$ cat src/rtl/pwm_pkg.sv
// Shared types and helpers for the PWM ramp controller.
// Contents: controller state enum, default data width, saturating step-toward function.
// Users: pwm_ramp_ctrl, pwm_period_tick.
package pwm_pkg;

  typedef enum logic [1:0] {
    IDLE  = 2'd0,
    RAMP  = 2'd1,
    RUN   = 2'd2,
    DRAIN = 2'd3
  } state_e;

  localparam int W_DEF = 8;

  // Move cur toward target by step, stopping exactly on target.
  // The add is done one bit wider than the operands so it can never wrap around.
  function automatic logic [31:0] step_toward(input logic [31:0] cur,
                                              input logic [31:0] target,
                                              input logic [31:0] step);
    logic [32:0] up;
    logic [31:0] nxt;
    up  = {1'b0, cur} + {1'b0, step};
    nxt = cur;
    if (cur < target) begin
      nxt = (up > {1'b0, target}) ? target : up[31:0];
    end else if (cur > target) begin
      nxt = ((cur - target) < step) ? target : (cur - step);
    end
    return nxt;
  endfunction

endpackage

$ cat src/rtl/pwm_period_tick.sv
// PWM period-wrap detector with a ramp tick divider.
// Ports: clock/reset (sync, active-low); clear zeroes the hold counter; pwm_inc/pwm_cont/pwm_T
// describe the running PWM; wrap pulses when the counter hits its max, tick on every HOLD-th wrap.
module pwm_period_tick
  import pwm_pkg::*;
#(
  parameter int W    = W_DEF,
  parameter int HOLD = 1
) (
  input  logic         clock,
  input  logic         reset,
  input  logic         clear,
  input  logic         pwm_inc,
  input  logic [W-1:0] pwm_cont,
  input  logic [W-1:0] pwm_T,
  output logic         wrap,
  output logic         tick
);

  localparam int            CW   = (HOLD > 1) ? $clog2(HOLD) : 1;
  localparam logic [CW-1:0] LAST = CW'(HOLD - 1);

  logic [CW-1:0] hold_cnt_q, hold_cnt_d;

  assign wrap = pwm_inc && (pwm_cont == pwm_T);
  assign tick = wrap && (hold_cnt_q == LAST);

  // clear has priority so a config applied on a tick wrap restarts the hold interval.
  always_comb begin
    hold_cnt_d = hold_cnt_q;
    if (clear) begin
      hold_cnt_d = '0;
    end else if (tick) begin
      hold_cnt_d = '0;
    end else if (wrap) begin
      hold_cnt_d = hold_cnt_q + 1'b1;
    end
  end

  always_ff @(posedge clock) begin
    if (!reset) begin
      hold_cnt_q <= '0;
    end else begin
      hold_cnt_q <= hold_cnt_d;
    end
  end

endmodule

$ cat src/rtl/pwm_ramp_ctrl.sv
// Sequencing controller for the PWM: shadows configs, applies them at period boundaries, soft-ramps duty.
// Ports: clock/reset (sync, active-low); cfg_* valid/ready config input; pwm_cont counter feedback;
// pwm_inc/pwm_T/pwm_duty drive the PWM; busy = not IDLE; at_target = RUN with duty on target.
module pwm_ramp_ctrl
  import pwm_pkg::*;
#(
  parameter int W    = W_DEF,
  parameter int STEP = 1,
  parameter int HOLD = 1
) (
  input  logic         clock,
  input  logic         reset,
  input  logic         cfg_valid,
  output logic         cfg_ready,
  input  logic [W-1:0] cfg_T,
  input  logic [W-1:0] cfg_duty,
  input  logic         cfg_enable,
  input  logic [W-1:0] pwm_cont,
  output logic         pwm_inc,
  output logic [W-1:0] pwm_T,
  output logic [W-1:0] pwm_duty,
  output logic         busy,
  output logic         at_target
);

  state_e       state_q, state_d;
  logic         pwm_inc_q, pwm_inc_d;
  logic [W-1:0] pwm_T_q, pwm_T_d;
  logic [W-1:0] pwm_duty_q, pwm_duty_d;
  logic [W-1:0] target_q, target_d;
  logic [W-1:0] shadow_T_q, shadow_T_d;
  logic [W-1:0] shadow_duty_q, shadow_duty_d;
  logic         shadow_en_q, shadow_en_d;
  logic         pending_q, pending_d;

  logic         transfer, apply, clear, wrap, tick;
  logic [W-1:0] ramp_duty, clamp_duty, new_target;

  pwm_period_tick #(.W(W), .HOLD(HOLD)) u_tick (
    .clock    (clock),
    .reset    (reset),
    .clear    (clear),
    .pwm_inc  (pwm_inc_q),
    .pwm_cont (pwm_cont),
    .pwm_T    (pwm_T_q),
    .wrap     (wrap),
    .tick     (tick)
  );

  assign transfer   = cfg_valid && !pending_q;
  // pending_q is only visible the cycle after transfer, so a wrap in the transfer cycle never applies.
  assign apply      = pending_q && wrap && (state_q != IDLE);
  assign ramp_duty  = W'(step_toward(32'(pwm_duty_q), 32'(target_q), 32'(STEP)));
  assign clamp_duty = (pwm_duty_q > shadow_T_q) ? shadow_T_q : pwm_duty_q;
  assign new_target = shadow_en_q ? shadow_duty_q : '0;
  assign clear      = apply || (state_d != state_q);

  always_comb begin
    state_d       = state_q;
    pwm_inc_d     = pwm_inc_q;
    pwm_T_d       = pwm_T_q;
    pwm_duty_d    = pwm_duty_q;
    target_d      = target_q;
    shadow_T_d    = shadow_T_q;
    shadow_duty_d = shadow_duty_q;
    shadow_en_d   = shadow_en_q;
    pending_d     = pending_q;

    if (state_q == IDLE) begin
      // From IDLE the PWM starts immediately, always from zero duty.
      if (pending_q) begin
        pending_d = 1'b0;
        if (shadow_en_q) begin
          pwm_inc_d  = 1'b1;
          pwm_T_d    = shadow_T_q;
          pwm_duty_d = '0;
          target_d   = shadow_duty_q;
          state_d    = RAMP;
        end
      end
    end else if (apply) begin
      // Application takes the whole wrap; any ramp tick on this wrap is dropped.
      pending_d  = 1'b0;
      pwm_T_d    = shadow_T_q;
      pwm_duty_d = clamp_duty;
      target_d   = new_target;
      if (!shadow_en_q) begin
        state_d = DRAIN;
      end else if (state_q == DRAIN) begin
        state_d = RAMP;
      end else begin
        state_d = (clamp_duty == new_target) ? RUN : RAMP;
      end
    end else begin
      case (state_q)
        RAMP: begin
          if (tick) begin
            pwm_duty_d = ramp_duty;
            if (ramp_duty == target_q) begin
              state_d = RUN;
            end
          end
        end
        DRAIN: begin
          if (wrap && (pwm_duty_q == '0)) begin
            pwm_inc_d = 1'b0;
            pwm_T_d   = '0;
            state_d   = IDLE;
          end else if (tick) begin
            pwm_duty_d = ramp_duty;
          end
        end
        default: begin
        end
      endcase
    end

    if (transfer) begin
      shadow_T_d    = cfg_T;
      shadow_duty_d = (cfg_duty > cfg_T) ? cfg_T : cfg_duty;
      shadow_en_d   = cfg_enable;
      pending_d     = 1'b1;
    end
  end

  always_ff @(posedge clock) begin
    if (!reset) begin
      state_q       <= IDLE;
      pwm_inc_q     <= 1'b0;
      pwm_T_q       <= '0;
      pwm_duty_q    <= '0;
      target_q      <= '0;
      shadow_T_q    <= '0;
      shadow_duty_q <= '0;
      shadow_en_q   <= 1'b0;
      pending_q     <= 1'b0;
    end else begin
      state_q       <= state_d;
      pwm_inc_q     <= pwm_inc_d;
      pwm_T_q       <= pwm_T_d;
      pwm_duty_q    <= pwm_duty_d;
      target_q      <= target_d;
      shadow_T_q    <= shadow_T_d;
      shadow_duty_q <= shadow_duty_d;
      shadow_en_q   <= shadow_en_d;
      pending_q     <= pending_d;
    end
  end

  assign cfg_ready = !pending_q;
  assign pwm_inc   = pwm_inc_q;
  assign pwm_T     = pwm_T_q;
  assign pwm_duty  = pwm_duty_q;
  assign busy      = (state_q != IDLE);
  assign at_target = (state_q == RUN) && (pwm_duty_q == target_q);

endmodule

$ cat config.mk
export PLATFORM = sky130hd
export DESIGN_NAME = pwm_ramp_ctrl
export DESIGN_NICKNAME = d
export VERILOG_FILES = /design/src/rtl/pwm_pkg.sv /design/src/rtl/pwm_period_tick.sv /design/src/rtl/pwm_ramp_ctrl.sv
export SDC_FILE = /design/constraint.sdc
export NUM_CORES = 1
export LEC_CHECK = 0
export ABC_AREA = 1
export CAP_MARGIN = 20
export CORE_MARGIN = 10
export CORE_UTILIZATION = 55
export CTS_CLUSTER_DIAMETER = 30
export DETAILED_ROUTE_END_ITERATION = 10
export PLACE_DENSITY = 0.78
export SYNTH_ARGS = -nofsm -noshare
export SYNTH_HDL_FRONTEND = slang
export SYNTH_SLANG_ARGS = --single-unit
$ cat constraint.sdc
create_clock -name clock -period 6.1 [get_ports clock]
set_input_delay 0.915 -clock clock [delete_from_list [all_inputs] [get_ports clock]]
set_output_delay 0.915 -clock clock [all_outputs]
set_load 0.1 [all_outputs]
== Word-level counts from Yosys, hierarchy flattened ==
Cells that the tools add are included.

* $lt $le $gt $ge: 6
* Reductions and logical operators: 24
* Bitwise operators: 2
* Add/sub/neg operators: 4
* Equality and inequality tests: 12
* Multiplexer cells: 44

{| class="wikitable"
|+ Operator list
! operator !! number
|-
| $mux W8 || 23
|-
| $eq A8 B8 Y1 || 4
|-
| $lt A32 B1 Y1 const B || 1
|-
| $gt A8 B8 Y1 || 3
|-
| $mux W2 || 10
|-
| $pmux W8 S2 || 1
|-
| $add A8 B1 Y9 const B || 1
|-
| $gt A9 B8 Y1 || 1
|-
| $mux W1 || 9
|-
| $reduce_bool A3 Y1 || 3
|-
| $sub A8 B8 Y9 || 1
|-
| $logic_not A8 Y1 || 1
|-
| $lt A8 B8 Y1 || 1
|-
| $reduce_and A4 Y1 || 2
|-
| $reduce_bool A2 Y1 || 4
|-
| $sub A8 B1 Y8 const B || 1
|-
| $logic_and A1 B1 Y1 || 7
|-
| $reduce_and A5 Y1 || 1
|-
| $eq A2 B2 Y1 const B || 2
|-
| $ne A2 B2 Y1 const B || 2
|-
| $ne A4 B4 Y1 const B || 1
|-
| $pmux W2 S2 || 1
|-
| $reduce_bool A4 Y1 || 1
|-
| $reduce_and A3 Y1 || 1
|-
| other kinds (9) || 10
|}

* Bits in registers: 46

== Logic depth before layout (Yosys ltp) ==
Gate-level depths: netlist of run 1.

* Depth in word-level cells: 14
* Depth in mapped cells: 32
* Mapped depth without buffers: 32

== Cells and area by module ==
From an unflattened synthesis of run 1, not the netlist that was laid out.

* Cell total of the unflattened synthesis: 718
* Area, all modules: 4330.4 µm²

{| class="wikitable"
|+ Modules (own cells, without submodules)
! module !! cells each !! seq. area each (µm²) !! times used !! area each (µm²)
|-
| pwm_ramp_ctrl || 653 || 900.9 || 1 || 4048.9
|-
| pwm_period_tick || 65 || 20.0 || 1 || 281.5
|}

== Worst setup path before layout of run 1 ==
No wires, ideal clock.

* Path type: register to output
* Start: reg pwm_duty_q[5], in the netlist pwm_duty[5]
* End: out at_target
* Arrival time: 3.073 ns
* Data required time: 5.185 ns
* Setup slack: 2.112 ns
* Cell stages (with the launch flop): 6
* Path buffers: 0
* Cells stage by stage: dfxtp_1 -> ha_1 -> nand2_1 -> nor2_1 -> nand4_2 -> nor2_1

* Cells in the longest elaborated chain, start to end: 2

{| class="wikitable"
|+ RTL lines
! element !! RTL line !! source
|-
| start: declaration || pwm_ramp_ctrl.sv:29 || <nowiki>logic [W-1:0] pwm_duty_q, pwm_duty_d;</nowiki>
|-
| start signal: assignment || pwm_ramp_ctrl.sv:141 || <nowiki>pwm_duty_q <= pwm_duty_d;</nowiki>
|-
| $eq A8 B8 Y1 || pwm_ramp_ctrl.sv:155 || <nowiki>assign at_target = (state_q == RUN) && (pwm_duty_q == target_q);</nowiki>
|-
| $logic_and A1 B1 Y1 || pwm_ramp_ctrl.sv:155 ||
|-
| end: declaration || pwm_ramp_ctrl.sv:23 || <nowiki>output logic at_target</nowiki>
|}

No other way between the ends.

== Worst setup path in the final report of run 1 ==
* Start: reg target_q[6]
* End: out at_target

* Cells in the longest elaborated chain, start to end: 2

{| class="wikitable"
|+ RTL lines
! element !! RTL line !! source
|-
| start: declaration || pwm_ramp_ctrl.sv:30 || <nowiki>logic [W-1:0] target_q, target_d;</nowiki>
|-
| start signal: assignment || pwm_ramp_ctrl.sv:142 || <nowiki>target_q <= target_d;</nowiki>
|-
| $eq A8 B8 Y1 || pwm_ramp_ctrl.sv:155 ||
|-
| $logic_and A1 B1 Y1 || pwm_ramp_ctrl.sv:155 ||
|}

No other way between the ends.

==> results of run 1 <==
-- layout make-up --
cell class,count,area (µm²),area share [%]
Clock inverter,3,43.8,0.868
Timing Repair Buffer,48,478,9.47
Clock buffer,5,68.8,1.36
Tap cell,102,128,2.53
Inverter,105,397,7.86
Multi-Input combinational cell,529,3010,59.7
Sequential cell,46,921,18.2
-- worst paths after layout --
| kind | from | endpoint | cells past startpoint |
|---|---|---|---|
| setup / recovery | target_q[6] | at_target | 7 |
| setup reg to reg | pwm_duty[1] | u_tick.hold_cnt_q | 29 |
| hold / removal | pending_q | pending_q | 2 |
| hold reg to reg | pending_q | pending_q | 2 |
-- worst max-delay path, stage by stage (launching register included) --
cell                              delay [ns]
sky130_fd_sc_hd__dfxtp_1                0.41
sky130_fd_sc_hd__inv_1                  0.15
sky130_fd_sc_hd__ha_1                   0.39
sky130_fd_sc_hd__nand2_1                0.11
sky130_fd_sc_hd__nor2_1                 0.21
sky130_fd_sc_hd__nand4_2                0.30
sky130_fd_sc_hd__nor2_1                 0.23
sky130_fd_sc_hd__clkdlybuf4s50_1        1.16
-- cells by family after synthesis --
group / Yosys count / share of synthesized area [%]
AND/OR/NAND/NOR: 340 / 36.4
flip-flops: 46 / 21.0
AO/OA/AOI/OAI: 132 / 17.3
adder cells (fa/ha/maj): 39 / 11.3
buffers and inverters: 119 / 10.5
XOR/XNOR: 18 / 3.59
-- Yosys cell counts, types with 10 or more instances --
master | count | area [µm²]
sky130_fd_sc_hd__xor2_1 | 14 | 123
sky130_fd_sc_hd__nand2_2 | 13 | 81.3
sky130_fd_sc_hd__o21ai_0 | 24 | 120
sky130_fd_sc_hd__dfxtp_1 | 46 | 921
sky130_fd_sc_hd__a21oi_1 | 66 | 330
sky130_fd_sc_hd__nor2_1 | 51 | 191
sky130_fd_sc_hd__nand4_1 | 10 | 62.6
sky130_fd_sc_hd__inv_2 | 16 | 60.1
sky130_fd_sc_hd__ha_1 | 38 | 475
sky130_fd_sc_hd__nand3_1 | 67 | 335
sky130_fd_sc_hd__nand2_1 | 164 | 616
sky130_fd_sc_hd__inv_1 | 86 | 323
sky130_fd_sc_hd__o211ai_1 | 10 | 75.1
-- registers in the layout (all words and copies together) (netlist names) --
signal / flops
shadow_duty_q: 8
target_q: 8
shadow_en_q: 1
shadow_T_q: 8
u_tick.hold_cnt_q: 1
pwm_T: 8
pending_q: 1
pwm_inc: 1
state_q: 2
pwm_duty: 8
-- layer usage --
metal | track usage [%] | up-vias
met5 | 0 | -
met4 | 9.94 | 0
met3 | 2.93 | 37
met2 | 35.4 | 205
met1 | 27.2 | 2124
li1 | - | 2385
-- stage by stage --
step           hold WS (ns)  cells
2_1_floorplan         0.452    694
3_3_place_gp          0.473    830
3_5_place_dp          0.483    830
4_1_cts               0.496    838
5_1_grt               0.521    838
6_report              0.491    838
==> impl_metrics.csv, run 1 <==
group,metric,value,unit
worst_setup_path,worstSetupEndpointType,"output pin",
clocking,post-cts-setup-buffers,0,
placement,routability_congestion_estimate_from_global_placement,1.01,
die,num_io_pins,48,
grt,grt_pass1_vias,4350,
sta,grt_setup_unrepaired,"false",
finish,num-fill-cells,731,
finish,mostFrequentLayoutCells,"164 x sky130_fd_sc_hd__nand2_1, 86 x sky130_fd_sc_hd__inv_1, 67 x sky130_fd_sc_hd__nand3_1",
routing,drt-total-wl,13000,µm
sta,timing.setup.tns,0,ns
yosys,edff_count_synth,0,
finish,layout_commonest_cell,"sky130_fd_sc_hd__nand2_1",
worst_setup_path,timing_worst_setup_path_type,"reg2out",
routing,route.detailed.wl_per_inst,15.5,µm
die,design.die.area,12000,µm²
job,drv_cap,0,
finish,final_nets,802,
clocking,numClockSinks,46,
die,core-area,7770,µm²
routing,wl_met2,6040,µm
placement,hpwlAfterDp,10600,µm
sta,report.final.hold_viol_count,0,
yosys,synth.distinct_cells,47,
routing,viasPerCell,5.67,
clocking,clockBufferDepth,2,
yosys,mappedNetlistArea,4390,µm²
finish,finish.utilization,65.0,%
finish,post_route_cells_drive_above_1_share,8.29,%
worst_setup_path,rrSetupSlack,2.31,ns
yosys,async_reset_ff_share,0,%
yosys,synthesis.area_per_instance,6.33,µm²
finish,final_design_area_no_fill,5050,µm²
placement,pre_cts_ws,2.31,ns
placement,io_buffers,47,
grt,grt_antenna_before_repair,0,
sta,setup-violations-final,0,
sta,final.setup.worst_slack,1.91,ns
worst_setup_path,element_type_at_the_critical_path_start,"flip-flop",
routing,drt-met1-wl,5610,µm
routing,wl_met3,924,µm
die,start_util,56.5,%
routing,drt_antenna_net_count,0,
grt,grt_first_pass_wirelength,20900,µm
sta,finalCriticalPeriod,4.19,ns
yosys,synth.net_count,761,
die,rows,32,
clocking,cts_made_buffers,5,
clocking,clock_tree.root_cell,"sky130_fd_sc_hd__clkbuf_8",
sta,maxSlewViolCount,0,
hold_path,hold_path.class,"reg2reg",
yosys,syn_inst,694,
finish,antenna_cells_inserted,0,
placement,placement.cell_area,4930,µm²
yosys,syn_warnings,0,
routing,maxUsedRoutingLayer,"met4",
clocking,cts_clock_pin_slew_for_the_worst_setup_and_hold_paths,0.09,ns
worst_setup_path,critPathMaxFanout,10,
sta,skew,0.00884,ns
routing,drc,0,
yosys,synth-seq-area-share,21.0,%
sta,fin_crit_sh,68.7,%
status,status,"finished clean",
die,vertical_die_dimension,109,µm
routing,detailroute.via_count,4751,
finish,syn_to_final_growth,14.9,%
yosys,synth.ff_latch_count,46,
clocking,cts.repair.resized,0,
grt,grt_overflow,0,
worst_setup_path,crit_arrival,3.28,ns
clocking,htree_levels,2,
clocking,ctsHoldBuffers,0,
clocking,tritoncts,"done",
grt,grt_total_usage,21.5,%
worst_setup_path,required,5.18,ns
sta,timing.fmax,239,MHz
sta,timing.max_slew.rel_slack,33.5,%
routing,drt_pass1_iterations,5,
grt,maximum_number_of_pins_on_one_net_before_global_route_repair,35,
die,die_x,109,µm
yosys,yosys_most_used_dff,"sky130_fd_sc_hd__dfxtp_1",
sta,timing_worst_slew_pin_value,0.995,ns
routing,drt_iter0_markers,429,
clocking,clk-insertion-delay-late,0.30,ns
Power of run 1 is not shown: default switching activity piles up to over one toggle a cycle in this logic, so the estimate is an artifact.
==> inputs of run 2 (changes only) <==
- clock period: 6.1 -> 4.3 ns (I/O delays scaled with it)
==> run 2 against run 1 <==
Effect of this change: worst hold slack lost 0.00093 ns; critical path depth grew 23; via count shrank 0.86%; global-route usage grew 0.26 points.
==> impl_metrics.csv, run 2 (synthesis gave the netlist of run 1 again) <==
group,metric,value,unit
worst_setup_path,critPathMaxFanout,10,
worst_setup_path,crit_arrival,4.06,ns
grt,grt_antenna_before_repair,0,
sta,maxSlewViolCount,0,
clocking,numClockSinks,46,
sta,timing.fmax,260,MHz
sta,timing_worst_slew_pin_value,0.985,ns
worst_setup_path,required,4.51,ns
grt,grt_total_usage,21.8,%
routing,drt-total-wl,13200,µm
sta,grt_setup_unrepaired,"false",
sta,fin_crit_sh,89.4,%
sta,report.final.hold_viol_count,0,
finish,layout_commonest_cell,"sky130_fd_sc_hd__nand2_1",
placement,hpwlAfterDp,10700,µm
sta,timing.setup.tns,0,ns
grt,grt_util_met1,27.3,%
worst_setup_path,timing_worst_setup_path_type,"reg2reg",
finish,post_route_cells_drive_above_1_share,8.54,%
finish,multiInputGateArea,3010,µm²
clocking,htree_levels,2,
worst_setup_path,worstSetupEndpointType,"flip-flop",
clocking,cts.repair.resized,0,
clocking,tritoncts,"done",
routing,detailroute.via_count,4710,
die,core-area,7770,µm²
die,rows,32,
finish,antenna_cells_inserted,0,
sta,setup-violations-final,0,
clocking,ctsHoldBuffers,0,
routing,drt_pass1_iterations,7,
routing,drt_iter0_markers,407,
grt,grt_overflow,0,
routing,drt_antenna_net_count,0,
placement,io_buffers,47,
grt,maximum_number_of_pins_on_one_net_before_global_route_repair,28,
die,design.die.area,12000,µm²
sta,skew,0.0108,ns
sta,finalCriticalPeriod,3.84,ns
die,num_io_pins,48,
clocking,cts_clock_pin_slew_for_the_worst_setup_and_hold_paths,0.09,ns
job,drv_cap,0,
worst_setup_path,critical_path.max_stage_delay,0.53,ns
grt,grt_first_pass_wirelength,21100,µm
die,start_util,56.5,%
grt,grt.met3_usage,2.87,%
placement,routability_congestion_estimate_from_global_placement,0.936,
finish,seqCellArea,921,µm²
sta,timing.max_slew.rel_slack,34.2,%
routing,drc,0,
routing,route.detailed.wl_per_inst,15.7,µm
finish,final_nets,805,
routing,viasPerCell,5.61,
clocking,cts_made_buffers,5,
finish,num-fill-cells,723,
clocking,clock_tree.root_cell,"sky130_fd_sc_hd__clkbuf_8",
clocking,clk-insertion-delay-late,0.31,ns
die,vertical_die_dimension,109,µm
grt,grt.met2_usage,36.5,%
clocking,clockBufferDepth,2,
finish,mostFrequentLayoutCells,"164 x sky130_fd_sc_hd__nand2_1, 86 x sky130_fd_sc_hd__inv_1, 67 x sky130_fd_sc_hd__nand3_1",
die,die_x,109,µm
status,status,"finished clean",
worst_setup_path,element_type_at_the_critical_path_start,"flip-flop",
worst_setup_path,cpMaxStageDelayCell,"sky130_fd_sc_hd__dfxtp_1",
grt,grt_pass1_vias,4326,
worst_setup_path,path_common_cell,"sky130_fd_sc_hd__nand2_1",
grt,global_route.peak_usage_layer,"met2",
finish,syn_to_final_growth,14.6,%
clocking,post-cts-setup-buffers,0,
hold_path,hold_path.class,"reg2reg",
## run 2: changes by cell type in the layout (fill, tap and decap cells not counted), sizes merged
cell,change
clkbuf,+1
clkinv,-1
clkinvlp,+1
inv,-1
bufinv,-1
buf,+4
clkdlybuf4s50,-1
## run 2: final timing paths
path | start | to | slack, ns | depth (start not counted)
worst max-delay path | pwm_duty[1] | u_tick.hold_cnt_q | 0.46 | 30
worst min-delay path | pending_q | pending_q | 0.49 | 2
worst max register to register | pwm_duty[1] | u_tick.hold_cnt_q | 0.46 | 30
worst min register to register | pending_q | pending_q | 0.49 | 2
## run 2: cell type report
| cell class | instances | area share [%] |
|---|---|---|
| repair buffers | 51 | 9.89 |
| clock inverters | 1 | 0.149 |
| multi-input cells | 529 | 59.8 |
| well taps | 102 | 2.53 |
| clock buffers | 6 | 1.44 |
| inverters | 105 | 7.88 |
| flip-flops and latches | 46 | 18.3 |
## run 2: worst max-delay path, delay by kind of cell (launching register included)
family | cells | cell delay [ns]
buffers and inverters | 4 | 0.39
adders and majority gates | 1 | 0.34
AOI/OAI and AO/OA | 1 | 0.14
xor gates and xnor gates | 1 | 0.16
and+or+nand+nor | 23 | 2.19
DFF | 1 | 0.53
## run 2: metal layers
layer	vias to the layer above	wire (µm)
li1	2380	-
met4	0	462
met3	35	787
met5	-	0
met1	2121	5730
met2	174	6240
## run 2: stage by stage
stage | utilization (%) | worst slack (ns) | cell area (µm²) | hold WS [ns] | cells
final | 64.8 | 0.456 | 5030 | 0.490 | 840
after global routing | 64.8 | 0.0612 | 5030 | 0.537 | 840
after global placement | 63.8 | 0.679 | 4950 | 0.477 | 833
after floorplan | - | 0.324 | 4390 | 0.452 | 694
after detailed placement | 63.8 | 0.541 | 4950 | 0.476 | 833
after CTS | 64.8 | 0.520 | 5030 | 0.488 | 840
Power of run 2 is left out for the same reason.
==> inputs of run 3 (changes only) <==
- ABC_CLOCK_PERIOD_IN_PS: default -> 4300
==> results of run 3 <==
Final layout, timing and power as in run 2 (identical DEF).
Power of run 3 is left out for the same reason.
